===== src/rtl/fp_mul_iter_ctrl.sv =====
// Sequential binary32 multiplier: one radix-4 Booth step per cycle over 13 cycles,
// with special-operand bypass, exponent tracking and truncating normalization.
module fp_mul_iter_ctrl (
    input  logic        clk,
    input  logic        rst_n,
    input  logic        in_valid,
    output logic        in_ready,
    input  logic [31:0] a,
    input  logic [31:0] b,
    output logic        out_valid,
    input  logic        out_ready,
    output logic [31:0] result,
    output logic        busy
);

    typedef enum logic [1:0] {S_IDLE, S_MUL, S_NORM, S_DONE} state_t;

    state_t             r_state, w_next;
    logic [3:0]         r_cnt;
    logic [26:0]        r_acc;
    logic [27:0]        r_q;
    logic [23:0]        r_mb;
    logic               r_sign;
    logic signed [9:0]  r_exp;
    logic [31:0]        r_result;

    logic        w_a_zero, w_a_inf, w_a_nan, w_b_zero, w_b_inf, w_b_nan;
    logic        w_sign_in, w_special;
    logic [31:0] w_special_res;
    logic [26:0] w_mb1, w_mb2, w_addend, w_sum;
    logic        w_p47;
    logic [22:0] w_frac;
    logic signed [9:0] w_exp_n;
    logic [31:0] w_norm_res;

    // Denormals have E=0 and fall into the zero class (flush to zero).
    assign w_a_zero  = (a[30:23] == 8'd0);
    assign w_b_zero  = (b[30:23] == 8'd0);
    assign w_a_inf   = (&a[30:23]) && (a[22:0] == 23'd0);
    assign w_b_inf   = (&b[30:23]) && (b[22:0] == 23'd0);
    assign w_a_nan   = (&a[30:23]) && (a[22:0] != 23'd0);
    assign w_b_nan   = (&b[30:23]) && (b[22:0] != 23'd0);
    assign w_sign_in = a[31] ^ b[31];
    assign w_special = w_a_zero | w_b_zero | w_a_inf | w_b_inf | w_a_nan | w_b_nan;

    always_comb begin
        w_special_res = {w_sign_in, 31'd0};
        if (w_a_nan || w_b_nan || (w_a_zero && w_b_inf) || (w_a_inf && w_b_zero))
            w_special_res = 32'h7FC00000;
        else if (w_a_inf || w_b_inf)
            w_special_res = {w_sign_in, 8'hFF, 23'd0};
    end

    assign w_mb1 = {3'b000, r_mb};
    assign w_mb2 = {2'b00, r_mb, 1'b0};

    always_comb begin
        w_addend = '0;
        case (r_q[2:0])
            3'b001, 3'b010: w_addend = w_mb1;
            3'b011:         w_addend = w_mb2;
            3'b100:         w_addend = -w_mb2;
            3'b101, 3'b110: w_addend = -w_mb1;
            default:        w_addend = '0;
        endcase
    end

    assign w_sum = r_acc + w_addend;

    // P = {acc, q}[49:2]; pick the P[47], P[46:24] and P[45:23] slices directly.
    assign w_p47   = r_acc[21];
    assign w_frac  = w_p47 ? {r_acc[20:0], r_q[27:26]} : {r_acc[19:0], r_q[27:25]};
    assign w_exp_n = w_p47 ? (r_exp + 10'sd1) : r_exp;

    always_comb begin
        w_norm_res = {r_sign, w_exp_n[7:0], w_frac};
        if (w_exp_n >= 10'sd255)
            w_norm_res = {r_sign, 8'hFF, 23'd0};
        else if (w_exp_n <= 10'sd0)
            w_norm_res = {r_sign, 31'd0};
    end

    always_ff @(posedge clk or negedge rst_n) begin
        if (!rst_n)
            r_state <= S_IDLE;
        else
            r_state <= w_next;
    end

    always_comb begin
        w_next = r_state;
        case (r_state)
            S_IDLE: if (in_valid) w_next = w_special ? S_DONE : S_MUL;
            S_MUL:  if (r_cnt == 4'd12) w_next = S_NORM;
            S_NORM: w_next = S_DONE;
            S_DONE: if (out_ready) w_next = S_IDLE;
            default: w_next = S_IDLE;
        endcase
    end

    always_ff @(posedge clk or negedge rst_n) begin
        if (!rst_n) begin
            r_cnt    <= '0;
            r_acc    <= '0;
            r_q      <= '0;
            r_mb     <= '0;
            r_sign   <= 1'b0;
            r_exp    <= '0;
            r_result <= '0;
        end else begin
            case (r_state)
                S_IDLE: if (in_valid) begin
                    r_cnt  <= '0;
                    r_acc  <= '0;
                    r_q    <= {3'b000, 1'b1, a[22:0], 1'b0};
                    r_mb   <= {1'b1, b[22:0]};
                    r_sign <= w_sign_in;
                    r_exp  <= $signed({2'b00, a[30:23]} + {2'b00, b[30:23]} - 10'd127);
                    if (w_special)
                        r_result <= w_special_res;
                end
                S_MUL: begin
                    r_acc <= {{2{w_sum[26]}}, w_sum[26:2]};
                    r_q   <= {w_sum[1:0], r_q[27:2]};
                    r_cnt <= r_cnt + 4'd1;
                end
                S_NORM: r_result <= w_norm_res;
                default: ;
            endcase
        end
    end

    assign in_ready  = (r_state == S_IDLE);
    assign busy      = (r_state != S_IDLE);
    assign out_valid = (r_state == S_DONE);
    assign result    = r_result;

endmodule


===== config.mk =====
export PLATFORM = sky130hd
export DESIGN_NAME = fp_mul_iter_ctrl
export DESIGN_NICKNAME = d
export VERILOG_FILES = /design/src/rtl/fp_mul_iter_ctrl.sv
export SDC_FILE = /design/constraint.sdc
export NUM_CORES = 1
export LEC_CHECK = 0
export CAP_MARGIN = 0
export CORE_AREA = 2 2 137 139
export CTS_CLUSTER_DIAMETER = 60
export DETAILED_ROUTE_END_ITERATION = 10
export DIE_AREA = 0 0 139 141
export HOLD_SLACK_MARGIN = 0.1
export PLACE_DENSITY = 0.74
export SYNTH_ARGS = -nofsm -noshare
export SYNTH_HDL_FRONTEND = slang
export SYNTH_SLANG_ARGS = --single-unit

===== constraint.sdc =====
create_clock -name clk -period 6.02 [get_ports clk]
set_clock_uncertainty 0.05 [all_clocks]
set_input_delay 1.505 -clock clk [delete_from_list [all_inputs] [get_ports clk]]
set_output_delay 1.505 -clock clk [all_outputs]
set_load 0.01 [all_outputs]

Yosys cells after proc, flatten, opt, wreduce, memory -nomap -nowiden
Cells that the tools add are included.
{"block": "totals", "ff_bits": 128, "word_cells": 86}
{"block": "classes", "add_sub_neg": 7, "reduce_logical": 28, "n_bitwise": 6, "magnitude_cmp": 2, "eq_ne": 14, "n_mux": 21}
{"operator": "27-bit case mux with 4 select lines", "n": 1}
{"operator": "32-bit 2-to-1 mux", "n": 3}
{"operator": "31-bit 2-to-1 mux", "n": 3}
{"operator": "32-bit case mux with 2 select lines", "n": 1}
{"operator": "28-bit case mux with 2 select lines", "n": 1}
{"operator": "27-bit case mux with 2 select lines", "n": 1}
{"operator": "23-bit logical NOT", "n": 2}
{"operator": "23-bit nonzero test", "n": 2}
{"operator": "28-bit 2-to-1 mux", "n": 1}
{"operator": "27-bit adder", "n": 1}
{"operator": "27-bit 2-to-1 mux", "n": 1}
{"operator": "24-bit negator with 27-bit output", "n": 1}
{"operator": "25-bit negator with 27-bit output", "n": 1}
{"operator": "23-bit 2-to-1 mux", "n": 1}
{"operator": "8-bit logical NOT", "n": 2}
{"operator": "8-bit AND reduction", "n": 2}
{"operator": "10-bit by 2-bit adder with 10-bit output, second input constant", "n": 1}
{"operator": "10-bit by 9-bit greater-or-equal comparator with 1-bit output, second input constant", "n": 1}
{"operator": "10-bit by 1-bit <= comparator with 1-bit output, second input constant", "n": 1}
{"operator": "10-bit 2-to-1 mux", "n": 1}
{"operator": "9-bit by 7-bit subtractor with 10-bit output, second input constant", "n": 1}
{"operator": "8-bit by 8-bit adder with 9-bit output", "n": 1}
{"operator": "3-bit == test, second input constant", "n": 3}
{"operator": "2-bit 2-to-1 mux", "n": 4}
{"operator": "20 further kinds", "n": 41}

Longest topological paths before layout
Gate-level depths: netlist of run 1.
{"block": "logic_depth", "word_depth": 9, "depth_mapped": 19, "ltp_nobuf": 19}

Worst setup path after synthesis of run 1
OpenSTA, ideal clock, no wires.
{"block": "synth_timing", "kind": "reg2reg", "from": "reg r_mb[0]", "to": "reg r_acc[25]", "setup_slack_ps": 1562, "arrival_time_ps": 4334, "setup_time_ps": 74, "required_ps": 5896, "path_buffers": 1, "stages_incl_launch_ff": 20, "period_less_slack_ps": 4458, "cell_sequence": "dfrtp_1 -> inv_1 -> ha_1 -> nor3b_4 -> nand2_1 -> or4_1 -> or3_1 -> nand2_1 -> xnor2_1 -> a22oi_1 -> o21ai_0 -> ha_1 -> clkbuf_1 -> a211oi_1 -> nand3_1 -> a2111oi_1 -> or2_2 -> a211oi_2 -> or3_1 -> o21ai_2"}
{"block": "synth_between", "elab_chain_cells": 4}
{"element": "from (decl)", "line_no": "22", "rtl": "logic [23:0] r_mb;"}
{"element": "from (signal assigned)", "line_no": "116", "rtl": "r_mb <= {1'b1, b[22:0]};"}
{"element": "25-bit negator with 27-bit output or 24-bit negator with 27-bit output (tied branches)", "line_no": "62, 63"}
{"element": "27-bit case mux with 4 select lines *", "line_no": "59", "rtl": "case (r_q[2:0])"}
{"element": "27-bit adder *", "line_no": "68", "rtl": "assign w_sum = r_acc + w_addend;"}
{"element": "27-bit case mux with 2 select lines *", "line_no": "111", "rtl": "case (r_state)"}
{"element": "to (signal assigned)", "line_no": "123", "rtl": "r_acc <= {{2{w_sum[26]}}, w_sum[26:2]};"}
{"element": "to (decl)", "line_no": "20", "rtl": "logic [26:0] r_acc;"}
Every way passes the cells marked *; elsewhere a longest branch is shown, timed or not.
A chain may end at the register's enable or synchronous reset.

Final worst setup path of run 1
Ends and elaborated chain as after synthesis.

==> Implementation_results.wiki, run 1 <==
{| class="wikitable"
! Metric !! Value
|-
| Result of the run || finished, final reports clean
|-
| Worst-case clock buffer depth || 2
|-
| Predominant post-synthesis flop cell || sky130_fd_sc_hd__dfrtp_1
|-
| Crit Path Max Fanout || 8
|-
| Area of the core region || 0.0183 mm^2
|-
| Number of diodes || 0
|-
| Instance count after placement with tap cells included || 1310
|-
| Worst Max-Slew Pin Slew || 1170 ps
|-
| Deepest level of the CTS H-tree || 4
|-
| Pwr/cell area || 586 mW/mm^2
|-
| Number of distinct library cell variants in the gate-level netlist after synthesis || 73
|-
| Share of final-layout standard cells stronger than drive strength 1 || 7.76%
|-
| Sequential area share after synthesis || 35.3%
|-
| Clock Latency Late Sink || 430 ps
|-
| Residual antenna-violating net count after detailed routing || 0
|-
| Fraction of the cycle the final worst path needs || 85.8%
|-
| Lkg Pwr || 4.49 nW
|-
| DP Worst Slack || 946 ps
|-
| Detailed-placement wirelength estimate || 16100 um
|-
| Final GP Congestion || 0.902
|-
| Drt drc || 0
|-
| #FFs+latches synth || 126
|-
| Layout area overhead || 19.2%
|-
| Final count of pins violating max slew || 0
|-
| Slowest stage cell, crit path || sky130_fd_sc_hd__a2111oi_1
|-
| Total die area || 0.0196 mm^2
|-
| Vert. Die Dim || 141 um
|-
| Total number of vias || 7875
|-
| Die W || 139 um
|-
| Detailed-route vias per instance || 5.87
|-
| CTS tree || built
|-
| Num Clock Sinks || 126
|-
| Worst hold slack || 425 ps
|-
| Final worst slack || 854 ps
|-
| Synthesis warning total || 0
|-
| Initial core utilization || 48.9%
|-
| Critical path cell sequence || inv_1, ha_1, nor3b_4, nand2_1, or4_1, or3_1, nand2_1, xnor2_1, a22oi_1, o21ai_0, ha_1, a211oi_1, nand3_1, a2111oi_1, or2_2, a211oi_2, or3_1, o21ai_2
|-
| Number of buffers created by CTS || 17
|-
| Peak ir drop on the vdd network || 0.000280 V
|-
| Longest individual stage delay on the worst path || 810 ps
|-
| Data arrival time at the worst-slack endpoint || 5480 ps
|-
| First-pass GRT wire length || 36700 um
|-
| Final Setup Violations || 0
|-
| Maximum number of pins on one net before global-route repair || 51
|-
| First drt pass iteration count || 6
|-
| Hold violation count in the final report || 0
|-
| Number of cells upsized or downsized after cts || 0
|-
| CTS root buffer || sky130_fd_sc_hd__clkbuf_16
|-
| Clock slew at reported path FFs || 60 ps
|-
| Crit-path leading delay family || simple AND/OR/NAND/NOR gates
|-
| Cts-stage hold buffer count || 0
|-
| Number of buffers and inverters on the critical path || 1
|-
| Mean instance size in the synthesized netlist || 8.73 um^2
|-
| Nets || 1214
|-
| Mean routed wirelength per cell || 16.6 um
|-
| Summed negative setup slack over all endpoints || 0 ps
|-
| GRT Overall Usage || 22.8%
|-
| Quantity of I/O buffers inserted on ports || 102
|-
| Final Total Pwr || 6.24 mW
|-
| Max_cap viols || 0
|-
| Class of the most critical hold timing path || register to register
|-
| Post-route non-filler standard cell count || 1342
|-
| Initial antenna violation count || 0
|-
| Post-Route WL || 22300 um
|-
| Number of post-CTS setup repair buffers || 0
|-
| Number of nets in the synthesized netlist || 1143
|-
| Crit. End Element || register
|-
| Number of DRC markers after the initial detailed-route iteration || 789
|-
| Slew headroom || 21.6%
|-
| Placement-stage cell area || 0.0100 mm^2
|-
| Post-layout instance area || 0.0107 mm^2
|-
| Crit Path Category || register to register
|-
| Min cycle time layout || 5170 ps
|-
| Post-synthesis cell count || 1024
|-
| Highest clock frequency the design can meet || 194 MHz
|-
| Number of global-route vias before repair || 7305
|-
| Fraction of registers with async set/reset || 100%
|-
| Setup repair after global routing missed its margin || no
|-
| Final design utilization || 58.3%
|-
| GRT overflow || 0
|-
| Combined area of all synthesized cells || 0.00894 mm^2
|-
| Number of top-level pins || 103
|-
| Number of enable-type register cells in the synthesized netlist || 0
|-
| Number of rows in the core area || 50
|-
| CP required || 6330 ps
|-
| Sort of element at the start of the critical path || register
|}
==> cell families after synthesis <==
| kind of cell | Yosys count | synth area share, % |
|---|---|---|
| and+or+nand+nor | 323 | 17.1 |
| xor gates and xnor gates | 65 | 6.37 |
| buffers and inverters | 93 | 4.65 |
| DFF | 126 | 35.3 |
| AOI/OAI and AO/OA | 290 | 20.4 |
| muxes | 76 | 8.88 |
| adders and majority gates | 51 | 7.31 |
==> metal layers <==
| metal | track usage (%) | routed length [um] | part of all wire (%) | vias up |
|---|---|---|---|---|
| met1 | 31.8 | 10400 | 47 | 3733 |
| met3 | 4.45 | 1310 | 5.8 | 46 |
| met2 | 36.5 | 10200 | 46 | 252 |
| li1 | - | - | - | 3844 |
| met5 | 0 | 0 | 0 | - |
| met4 | 6.49 | 387 | 1.7 | 0 |
==> layout make-up <==
class / instances / area [um^2]
fillers: 1633 / 7610
multi-input cells: 805 / 5390
flip-flops and latches: 126 / 3150
repair buffers: 112 / 1090
clock buffers: 18 / 439
well taps: 234 / 293
clock inverters: 14 / 168
inverters: 33 / 124
==> placed cells by master (no fill, tap or decap), types with 4 or more instances in the layout <==
master and n:
sky130_fd_sc_hd__a211oi_1 9, sky130_fd_sc_hd__a21o_1 17, sky130_fd_sc_hd__a21oi_1 47, sky130_fd_sc_hd__a221oi_1 8
sky130_fd_sc_hd__a22o_1 4, sky130_fd_sc_hd__a22oi_1 19, sky130_fd_sc_hd__a31oi_1 9, sky130_fd_sc_hd__buf_4 11
sky130_fd_sc_hd__clkbuf_16 17, sky130_fd_sc_hd__clkdlybuf4s50_1 101, sky130_fd_sc_hd__clkinv_2 4, sky130_fd_sc_hd__dfrtp_1 126
sky130_fd_sc_hd__ha_1 49, sky130_fd_sc_hd__inv_1 32, sky130_fd_sc_hd__mux2_2 26, sky130_fd_sc_hd__mux2i_1 50
sky130_fd_sc_hd__nand2_1 141, sky130_fd_sc_hd__nand2b_1 10, sky130_fd_sc_hd__nand3_1 17, sky130_fd_sc_hd__nand4_1 16
sky130_fd_sc_hd__nor2_1 65, sky130_fd_sc_hd__nor2b_1 6, sky130_fd_sc_hd__nor3_1 16, sky130_fd_sc_hd__nor3b_1 4
sky130_fd_sc_hd__nor4_1 14, sky130_fd_sc_hd__o21a_1 4, sky130_fd_sc_hd__o21ai_0 119, sky130_fd_sc_hd__o21bai_1 4
sky130_fd_sc_hd__o22a_1 7, sky130_fd_sc_hd__o22ai_1 8, sky130_fd_sc_hd__o31ai_1 6, sky130_fd_sc_hd__or3_1 7
sky130_fd_sc_hd__or4_1 7, sky130_fd_sc_hd__xnor2_1 34, sky130_fd_sc_hd__xor2_1 31
==> synthesized netlist by cell type (7+ instances only) <==
| cell type | count | area share, % |
|---|---|---|
| sky130_fd_sc_hd__nand2b_1 | 10 | 0.70 |
| sky130_fd_sc_hd__xnor2_1 | 34 | 3.3 |
| sky130_fd_sc_hd__clkbuf_1 | 46 | 1.9 |
| sky130_fd_sc_hd__o22ai_1 | 8 | 0.56 |
| sky130_fd_sc_hd__a31oi_1 | 10 | 0.70 |
| sky130_fd_sc_hd__inv_1 | 32 | 1.3 |
| sky130_fd_sc_hd__a211oi_1 | 9 | 0.76 |
| sky130_fd_sc_hd__a22oi_1 | 19 | 1.6 |
| sky130_fd_sc_hd__nand2_1 | 141 | 5.9 |
| sky130_fd_sc_hd__dfrtp_1 | 126 | 35 |
| sky130_fd_sc_hd__a21oi_1 | 47 | 2.6 |
| sky130_fd_sc_hd__nor2_1 | 65 | 2.7 |
| sky130_fd_sc_hd__mux2_2 | 26 | 3.3 |
| sky130_fd_sc_hd__nor4_1 | 14 | 0.98 |
| sky130_fd_sc_hd__nand3_1 | 17 | 0.95 |
| sky130_fd_sc_hd__or3_1 | 7 | 0.49 |
| sky130_fd_sc_hd__or4_1 | 7 | 0.59 |
| sky130_fd_sc_hd__mux2i_1 | 50 | 5.6 |
| sky130_fd_sc_hd__xor2_1 | 31 | 3.0 |
| sky130_fd_sc_hd__nand4_1 | 16 | 1.1 |
| sky130_fd_sc_hd__nor3_1 | 16 | 0.90 |
| sky130_fd_sc_hd__a221oi_1 | 8 | 0.78 |
| sky130_fd_sc_hd__ha_1 | 49 | 6.9 |
| sky130_fd_sc_hd__o21ai_0 | 119 | 6.7 |
| sky130_fd_sc_hd__o22a_1 | 7 | 0.69 |
| sky130_fd_sc_hd__a21o_1 | 17 | 1.4 |
==> report_power, final <==
group	leakage [nW]	internal [mW]	switching (mW)
combinational	2.61	1.52	1.99
clock	0.292	0.661	0.408
sequential	1.59	1.22	0.444
==> worst paths after layout <==
path | cells after the start | start | slack, ps | endpoint
setup reg to reg | 18 | r_mb[0] | 850 | r_acc[25]
min in group asynchronous | 1 | rst_n | 1020 | r_q[15]
max in group asynchronous | 2 | rst_n | 3920 | r_mb[11]
hold reg to reg | 2 | result[20] | 430 | result[20]
hold / removal | 2 | result[20] | 430 | result[20]
setup / recovery | 18 | r_mb[0] | 850 | r_acc[25]
==> state kept, by name (all words and copies together) (netlist names) <==
signal	count
r_exp	10
r_sign	1
r_acc	25
r_q	28
r_mb	24
r_cnt	4
r_state	2
result	32
==> worst register-to-register path, cell delays in order (launching register included) <==
cell,delay [ps]
sky130_fd_sc_hd__dfrtp_1,410
sky130_fd_sc_hd__inv_1,100
sky130_fd_sc_hd__ha_1,210
sky130_fd_sc_hd__nor3b_4,360
sky130_fd_sc_hd__nand2_1,130
sky130_fd_sc_hd__or4_1,490
sky130_fd_sc_hd__or3_1,390
sky130_fd_sc_hd__nand2_1,110
sky130_fd_sc_hd__xnor2_1,150
sky130_fd_sc_hd__a22oi_1,120
sky130_fd_sc_hd__o21ai_0,240
sky130_fd_sc_hd__ha_1,350
sky130_fd_sc_hd__a211oi_1,320
sky130_fd_sc_hd__nand3_1,140
sky130_fd_sc_hd__a2111oi_1,810
sky130_fd_sc_hd__or2_2,250
sky130_fd_sc_hd__a211oi_2,70
sky130_fd_sc_hd__or3_1,330
sky130_fd_sc_hd__o21ai_2,70
Note: power is estimated with default switching activity, not from simulation.
==> inputs of run 2 (changes only) <==
--- a/config.mk
+++ b/config.mk
@@ -15,3 +15,4 @@
 export SYNTH_ARGS = -nofsm -noshare
 export SYNTH_HDL_FRONTEND = slang
 export SYNTH_SLANG_ARGS = --single-unit
+export TNS_END_PERCENT = 100
==> results of run 2 <==
No change in the layout: final DEF, timing and power equal those of run 1.
==> inputs of run 3 (changes only) <==
--- a/config.mk
+++ b/config.mk
@@ -10,8 +10,9 @@
 export CTS_CLUSTER_DIAMETER = 60
 export DETAILED_ROUTE_END_ITERATION = 10
 export DIE_AREA = 0 0 139 141
+export DONT_BUFFER_PORTS = 1
 export HOLD_SLACK_MARGIN = 0.1
-export PLACE_DENSITY = 0.74
+export PLACE_DENSITY = 0.66
 export SYNTH_ARGS = -nofsm -noshare
 export SYNTH_HDL_FRONTEND = slang
 export SYNTH_SLANG_ARGS = --single-unit
==> Implementation_results.wiki, run 3 (synthesis results as in run 1) <==
{| class="wikitable"
! Metric !! Value
|-
| Number of top-level pins || 103 (unchanged)
|-
| Most common library cell in the layout ignoring fill and taps || sky130_fd_sc_hd__nand2_1
|-
| Number of diodes || 0 (unchanged)
|-
| Crit Path Category || register to register
|-
| Number of rows in the core area || 50 (unchanged)
|-
| Instance count after placement with tap cells included || 1208 (-7.8%)
|-
| Drt drc || 0 (unchanged)
|-
| Startpoint of the lowest-slack register-to-register path || r_mb[0]
|-
| Part of the total power dissipated in combinational logic || 52.9% (-3.2 points)
|-
| DP Worst Slack || 969 ps (+23.3 ps)
|-
| First-pass GRT wire length || 36200 um (-1.2%)
|-
| Pwr/cell area || 624 mW/mm^2 (+6.6%)
|-
| Quantity of I/O buffers inserted on ports || 0 (-100%)
|-
| Flop2flop setup slack || 920 ps (+70 ps)
|-
| Worst reg-to-reg path cell count || 18 (unchanged)
|-
| Final design utilization || 53.0% (-5.4 points)
|-
| Result of the run || finished, final reports clean
|-
| CP required || 6320 ps (about the same)
|-
| Net switching component of the power || 2.74 mW (-3.3%)
|-
| Clock Latency Late Sink || 430 ps (about the same)
|-
| Class of the most critical hold timing path || register to register
|-
| Num Clock Sinks || 126 (unchanged)
|-
| Proportion of power drawn by the clock network || 18.6% (+1.5 points)
|-
| Beginning of the worst hold path || r_q[3]
|-
| Critical path cell sequence || inv_1, ha_1, nor3b_4, nand2_1, or4_1, or3_1, nand2_1, xnor2_1, a22oi_1, o21ai_0, ha_1, a211oi_1, nand3_1, a2111oi_1, or2_2, a211oi_2, or3_1, o21ai_2
|-
| Share of final-layout standard cells stronger than drive strength 1 || 8.35% (+0.59 points)
|-
| Hold Path End || r_q[3]
|-
| Hold violation count in the final report || 0 (unchanged)
|-
| Total number of vias || 7358 (-6.6%)
|-
| GRT overflow || 0 (unchanged)
|-
| Proportion of total power due to net switching || 45.5% (about the same)
|-
| Data arrival time at the worst-slack endpoint || 5400 ps (-80 ps)
|-
| Cts-stage hold buffer count || 0 (unchanged)
|-
| CTS root buffer || sky130_fd_sc_hd__clkbuf_16
|-
| Number of post-CTS setup repair buffers || 0 (unchanged)
|-
| Total die area || 0.0196 mm^2 (unchanged)
|-
| Slowest stage cell, crit path || sky130_fd_sc_hd__a2111oi_1
|-
| Deepest level of the CTS H-tree || 4 (unchanged)
|-
| Slew headroom || 21.4% (-0.25 points)
|-
| Post-Route WL || 21700 um (-2.6%)
|-
| Area of the multi-input gates || 0.00539 mm^2 (unchanged)
|-
| Sort of element at the start of the critical path || register
|-
| Initial antenna violation count || 1 (+1)
|-
| Number of cells traversed by the worst hold path || 2 (unchanged)
|-
| Worst-case clock buffer depth || 2 (unchanged)
|-
| Internal Dissipation || 3.29 mW (-3.3%)
|-
| Final GP Congestion || 0.884 (-2.0%)
|-
| Initial core utilization || 48.9% (unchanged)
|-
| Peak ir drop on the vdd network || 0.000287 V (+2.6%)
|-
| Number of buffers created by CTS || 17 (unchanged)
|-
| Final Setup Violations || 0 (unchanged)
|-
| Layout area overhead || 8.25%
|-
| Highest clock frequency the design can meet || 196 MHz (+1.4%)
|-
| Detailed-placement wirelength estimate || 15700 um (-2.5%)
|-
| Number of cells upsized or downsized after cts || 0 (unchanged)
|-
| Setup repair after global routing missed its margin || no
|-
| Clock slew at reported path FFs || 60 ps (about the same)
|-
| Final count of pins violating max slew || 0 (unchanged)
|-
| Layout fillers || 1692 (+3.6%)
|-
| Summed negative setup slack over all endpoints || 0 ps (unchanged)
|-
| Largest register FFs || 32 (unchanged)
|-
| GRT Overall Usage || 22.6% (-0.22 points)
|-
| Vert. Die Dim || 141 um (unchanged)
|-
| Maximum number of pins on one net before global-route repair || 127 (+150%)
|-
| First drt pass iteration count || 5 (-1)
|-
| CTS tree || built
|-
| Residual antenna-violating net count after detailed routing || 0 (unchanged)
|-
| Crit. End Element || register
|-
| Max_cap viols || 0 (unchanged)
|-
| Longest individual stage delay on the worst path || 830 ps (+20 ps)
|-
| Area of the core region || 0.0183 mm^2 (unchanged)
|-
| Post-route non-filler standard cell count || 1240 (-7.6%)
|-
| Number of DRC markers after the initial detailed-route iteration || 604 (-23%)
|-
| Final worst slack || 923 ps (+69.7 ps)
|-
| Min cycle time layout || 5100 ps (-69.7 ps)
|-
| Mean routed wirelength per cell || 17.5 um (+5.5%)
|-
| Detailed-route vias per instance || 5.93 (+1.1%)
|-
| Footprint of the flip-flops and latches || 0.00315 mm^2 (unchanged)
|-
| Number of global-route vias before repair || 7007 (-4.1%)
|-
| Commonest cells after routing, fill and taps aside || sky130_fd_sc_hd__nand2_1, sky130_fd_sc_hd__dfrtp_1, sky130_fd_sc_hd__o21ai_0
|-
| Critical R2R Capture || r_acc[25]
|-
| Die W || 139 um (unchanged)
|-
| Crit Path Max Fanout || 8 (unchanged)
|-
| Fraction of the cycle the final worst path needs || 84.7% (-1.2 points)
|-
| Worst Max-Slew Pin Slew || 1180 ps (+3.70 ps)
|-
| Nets || 1112 (-8.4%)
|-
| Lkg Pwr || 4.12 nW (-8.2%)
|-
| Final Total Pwr || 6.04 mW (-3.3%)
|-
| Reg power frac || 28.6% (+1.9 points)
|}
==> run 3: cell type report <==
cell class	instances	share of cell area, %
Multi-Input combinational cell	805	55.7
Sequential cell	126	32.6
Clock buffer	22	5.01
Tap cell	234	3.03
Clock inverter	10	1.64
Inverter	33	1.28
Timing Repair Buffer	10	0.776
==> run 3: worst max-delay path by stage <==
stage	start	end	slack (ps)	cells past startpoint
after detailed placement	r_mb[0]	r_acc[25]	970	18
after global placement	r_mb[0]	r_acc[22]	1070	18
after floorplan	r_mb[0]	r_acc[25]	1560	19
after global routing	r_mb[0]	r_acc[22]	530	18
final	r_mb[0]	r_acc[25]	920	18
after CTS	r_mb[0]	r_acc[25]	930	18
==> run 3: power groups by stage <==
stage	registers [mW]	logic (mW)	clock network (mW)
5_1_grt	1.80	3.58	1.18
2_1_floorplan	1.51	2.70	0
3_3_place_gp	1.72	3.11	0
6_report	1.73	3.19	1.12
3_5_place_dp	1.74	3.15	0
4_1_cts	1.73	3.18	1.14
==> run 3: metrics by stage <==
| step | instance area [um^2] | hold WS, ps |
|---|---|---|
| after floorplan | 8940 | 400 |
| after global placement | 9030 | 413 |
| after detailed placement | 9030 | 420 |
| after CTS | 9670 | 433 |
| after global routing | 9670 | 447 |
| final | 9670 | 425 |
==> run 3: routing by layer <==
metal  track usage (%)  vias to the layer above  share of wire, %
li1                  -                     3642                 -
met1              32.3                     3451                48
met2              34.6                      234                44
met3              5.30                       29               6.2
met4              6.06                        2               1.4
met5                 0                        -             0.060
==> run 3: critical path: cells and delay by family (launching register included) <==
kind            cells  cell delay (ps)
fa+ha+maj           2              550
buf+inv             1              100
simple gates        8             2170
flops               1              420
compound gates      6             1590
xor+xnor            1              140
==> RTL change 1: new RTL, flow settings as in run 2 <==
Encoding of `state_t`: now one-hot (4 bits for 4 states).
--- a/src/rtl/fp_mul_iter_ctrl.sv
+++ b/src/rtl/fp_mul_iter_ctrl.sv
@@ -15,3 +15,3 @@
 
-    typedef enum logic [1:0] {S_IDLE, S_MUL, S_NORM, S_DONE} state_t;
+    typedef enum logic [3:0] {S_IDLE = 4'b0001, S_MUL = 4'b0010, S_NORM = 4'b0100, S_DONE = 4'b1000} state_t;
 
Function: same outputs for any inputs over 10 cycles, from zero or initial values and one cycle with rst_n low; not proved beyond that.
==> RTL change 1 against run 2 <==
- design area shrank 1.4%
- count of clock-buffer cells in the layout is the same
- wire length shrank 5.1%
- sequential share of layout area grew 0.92 points
- maximum frequency shrank 4.0%
- sequential cell count grew 2
- hold slack gained 2.5 ps
- area after synthesis shrank 2.4%
- synthesized cell count grew 6.0%
- setup slack lost 220 ps
- cell count grew 4.8%
- highest routed layer unchanged
- power shrank 10%
- critical path depth grew 3
==> RTL change 1: results (changes against run 2) <==
| Metric | Value |
|---|---|
| Number of gates resized after cts | 0 (unchanged) |
| Run status | completed |
| TritonCTS Buffers | 17 (unchanged) |
| Family with the most delay on the worst path | simple AND/OR/NAND/NOR gates |
| Pre-antenna DRT Iters | 5 (-1) |
| Worst vdd ir | 0.000236 V (-16%) |
| DRT iter0 DRCs | 694 (-12%) |
| Input/output buffers | 102 (unchanged) |
| Area contributors post-synth | dfrtp_1 36%, nand2_1 10%, ha_1 6.5%, o21ai_0 5.9%, nor2_1 4.0% |
| Synth cell count leaders | 235 x nand2_1, 127 x dfrtp_1, 103 x o21ai_0 |
| Final non-filler cell total | 1406 (+4.8%) |
| Clock-pin slew on the worst setup and hold paths | 60 ps (about the same) |
| Sequential-to-total area share from yosys stat | 0.367 (+0.0145) |
| Dpl hpwl | 15400 um (-4.4%) |
| Slew @ Worst Pin | 945 ps (-226 ps) |
| Gpl congestion | 0.942 (+4.4%) |
| Drt total wl | 21200 um (-5.1%) |
| CTS root buf | clkbuf_16 |
| Synth Net Count | 1200 (+5.0%) |
| Post-CTS Setup Inserts | 0 (unchanged) |
| Slowest cell on crit path | or3_1 |
| Layout fillers | 1666 (+2.0%) |
| Htree depth | 4 (unchanged) |
| CP Max Fanout | 10 (+2) |
| Synth unique cells | 68 (-6.8%) |
| Clk_lat worst skew | 430 ps (about the same) |
| Critical path data arrival time | 5650 ps (+170 ps) |
| Switch Pwr | 2.51 mW (-12%) |
| CTS Buffer Depth | 2 (unchanged) |
| Yosys warnings | 0 (unchanged) |
| Vias per inst | 5.64 (-3.9%) |
| First-pass GRT wire length | 35800 um (-2.4%) |
| Pleak | 4.56 nW (+1.6%) |
| Mapped Avg Cell Area | 8.04 sq um (-7.9%) |
| Pin count of the biggest net entering global routing | 67 (+31%) |
| Post-synth top flop | dfrtp_1 |
| Hold/Removal Path Class | reg2reg |
| Vias in the first global route | 7219 (-1.2%) |
| Initial antenna violation count | 0 (unchanged) |
| Nets@finish | 1275 (+5.0%) |
| Post-synth ARST share | 1.00 (unchanged) |
| Total global-route track usage | 0.222 (-0.00647) |
| Max reg flops | 32 (unchanged) |
| Antenna Cells | 0 (unchanged) |
| Layout cells sized above 1 | 0.0572 (-0.0205) |
| Max incr delay on CP | 530 ps (-280 ps) |
[RTL change 1: cell count changes after synthesis, moves of 7 or more]
cell     before  now
nand2_1     141  235
nor2_1       65   93
mux2_2       26    1
mux2i_1      50   27
a31oi_1      10   29
o21ai_0     119  103
a221o_1       1   11
a21o_1       17    8
xor2_1       31   23
o31ai_1       6   13
[RTL change 1: area by class of cell]
type	count	area share
multi-input combinational	868	0.493
sequential	128	0.305
timing repair buffer	116	0.107
clock buffer	18	0.0409
tap	234	0.0279
clock inverter	13	0.0155
inverter	29	0.0104
[RTL change 1: cells by family (layout without fill, tap and decap cells)]
logic type | count (synthesis) | count (layout) | share of synthesized area
AO/OA/AOI/OAI | 273 | 273 | 0.193
XOR/XNOR | 59 | 59 | 0.0592
adder cells (fa/ha/maj) | 47 | 47 | 0.0691
buffers and inverters | 89 | 176 | 0.0400
flip-flops | 128 | 128 | 0.367
multiplexers | 28 | 28 | 0.0323
AND/OR/NAND/NOR | 461 | 461 | 0.239
[RTL change 1: final timing paths]
| kind | cells past startpoint | slack [ps] | to | startpoint |
|---|---|---|---|---|
| worst max-delay path | 21 | 640 | r_acc[25]$_DFFE_PN0P_ | r_mb[0]$_DFFE_PN0P_ |
| worst min-delay path | 2 | 430 | result[3]$_DFFE_PN0P_ | result[3]$_DFFE_PN0P_ |
| worst max register to register | 21 | 640 | r_acc[25]$_DFFE_PN0P_ | r_mb[0]$_DFFE_PN0P_ |
| worst min register to register | 2 | 430 | result[3]$_DFFE_PN0P_ | result[3]$_DFFE_PN0P_ |
| max in group asynchronous | 2 | 3830 | r_acc[1]$_DFFE_PN0P_ | rst_n |
| min in group asynchronous | 1 | 1140 | result[17]$_DFFE_PN0P_ | rst_n |
[RTL change 1: worst min-delay path, cell delays in order (launching register included)]
cell and delay [ps]:
dfrtp_1 340, nand2_1 50, o21ai_0 60
[RTL change 1: power groups by stage]
stage          registers [mW]  logic, mW  clock network [mW]
2_1_floorplan            1.41       2.36                   0
3_5_place_dp             1.57       2.96                   0
6_report                 1.57       3.00                1.03
5_1_grt                  1.62       3.36                1.09
3_3_place_gp             1.56       2.91                   0
4_1_cts                  1.56       2.98                1.05
[RTL change 1: stage by stage]
step	power [mW]	hold slack (ps)	setup slack, ps	area, sq um	util
2_1_floorplan	3.77	400	1070	8720	-
3_3_place_gp	4.47	410	846	9910	0.542
3_5_place_dp	4.53	422	674	9910	0.542
4_1_cts	5.59	435	644	10500	0.575
5_1_grt	6.07	451	197	10500	0.575
6_report	5.61	428	638	10500	0.575
[RTL change 1: layer usage]
metal | global-route usage | vias to the layer above | share of wire
met5 | 0 | - | 0
met4 | 0.0649 | 0 | 0.012
met3 | 0.0428 | 21 | 0.055
met2 | 0.338 | 220 | 0.45
met1 | 0.323 | 3698 | 0.49
li1 | - | 3987 | -
==> RTL change 2: new RTL, settings of run 2 <==
Without the edit above. Remove the case item `3'b100` of the case on `r_q[2:0]`.
--- a/src/rtl/fp_mul_iter_ctrl.sv
+++ b/src/rtl/fp_mul_iter_ctrl.sv
@@ -61,3 +61,2 @@
             3'b011:         w_addend = w_mb2;
-            3'b100:         w_addend = -w_mb2;
             3'b101, 3'b110: w_addend = -w_mb1;
Formal check against the unedited RTL: no difference found for any inputs over 10 cycles, from zero or initial values and one cycle with rst_n low; that may be too few to reach the edited logic, so the function may still have changed.
==> RTL change 2 against run 2 <==
- setup slack improved by 790 ps
- clock power barely moved
- via count fell by 4.4%
- first-iteration DRC count fell by 30%
- sequential cell count did not move
- critical endpoint is now r_acc[23]$_DFFE_PN0P_
- wire length fell by 6.5%
- power fell by 1.2%
- area after synthesis fell by 4.3%
- design area fell by 2.8%
==> RTL change 2: results (changes against run 2) <==
| Metric | Value |
|---|---|
| Synth Net Count | 1086 (-5.0%) |
| Pleak | 4.41 nW (-1.8%) |
| Reg2reg setup slack | 1640 ps (+790 ps) |
| Dpl hpwl | 15500 um (-4.1%) |
| WHS Endpoint | result[15]$_DFFE_PN0P_ |
| Layout cells sized above 1 | 0.0861 (+0.00848) |
| Worst hold path startpoint | result[15]$_DFFE_PN0P_ |
| TritonCTS Buffers | 17 (unchanged) |
| Max incr delay on CP | 620 ps (-190 ps) |
| GR Util met3 | 0.0343 (-0.0102) |
| Area contributors post-synth | dfrtp_1 37%, ha_1 7.2%, nand2_1 5.2%, o21ai_0 4.7%, mux2i_1 4.7% |
| Sequential-to-total area share from yosys stat | 0.369 (+0.0158) |
| Gpl congestion | 0.900 (-0.23%) |
| Met2 GRT Util | 0.340 (-0.0244) |
| Critical path data arrival time | 4640 ps (-840 ps) |
| Run status | completed |
| Synth cell count leaders | 126 x dfrtp_1, 119 x nand2_1, 81 x o21ai_0 |
| Total global-route track usage | 0.219 (-0.00928) |
| Post-DP Area | 9750 sq um (-2.9%) |
| Worst Setup SP | r_mb[3]$_DFFE_PN0P_ |
| Worst vdd ir | 0.000318 V (+14%) |
| M1 GR Usage | 0.322 (+0.00345) |
| Final non-filler cell total | 1291 (-3.8%) |
| Synth unique cells | 62 (-15%) |
| Met3 routed WL | 923 um (-29%) |
| Critical Path Sink | r_acc[23]$_DFFE_PN0P_ |
| Drt total wl | 20900 um (-6.5%) |
| Post-Route M1 WL | 10000 um (-4.0%) |
| DRT iter0 DRCs | 551 (-30%) |
| Max Clk Rate | 228 MHz (+18%) |
| Nets@finish | 1163 (-4.2%) |
| Pin count of the biggest net entering global routing | 63 (+24%) |
| Net Sw Frac | 0.440 (-0.0149) |
| Worst r2r path cells | 15 (-3) |
| Vias in the first global route | 7162 (-2.0%) |
| First-pass GRT wire length | 35600 um (-2.8%) |
| CP Max Fanout | 6 (-2) |
| Mapped Avg Cell Area | 8.85 sq um (+1.4%) |
| Sequential share of power | 0.272 (+0.005) |
| Worst slew margin | 0.357 (+0.140) |
| Hold depth | 2 (unchanged) |
| Hold slack final | 425 ps (-0.434 ps) |
| Pre-antenna DRT Iters | 5 (-1) |
| Slowest cell on crit path | or4_1 |
| Total Power | 6.16 mW (-1.2%) |
| Vias per inst | 5.83 (-0.64%) |
| Dpl ws | 1680 ps (+737 ps) |
| Met2 routed WL | 9670 um (-5.0%) |
-- RTL change 2: kinds of logic (layout without fill, tap and decap cells) --
| family | after synthesis | after routing | synth area share |
|---|---|---|---|
| AND/OR/NAND/NOR | 298 | 298 | 0.163 |
| AO/OA/AOI/OAI | 281 | 281 | 0.210 |
| flip-flops | 126 | 126 | 0.369 |
| buffers and inverters | 90 | 180 | 0.0410 |
| multiplexers | 76 | 76 | 0.0942 |
| adder cells (fa/ha/maj) | 51 | 51 | 0.0764 |
| XOR/XNOR | 45 | 45 | 0.0470 |
-- RTL change 2: layout make-up --
| type | count | area [sq um] |
|---|---|---|
| clock buffer | 21 | 440 |
| tap | 234 | 293 |
| fill | 1659 | 7910 |
| clock inverter | 11 | 166 |
| inverter | 34 | 128 |
| multi-input combinational | 751 | 5070 |
| sequential | 126 | 3150 |
| timing repair buffer | 114 | 1110 |
-- RTL change 2: critical path: cells and delay by family (launching register included) --
family          cells  cell delay [ps]
flops               1              420
compound gates      8             1760
fa+ha+maj           1              390
simple gates        6             1640
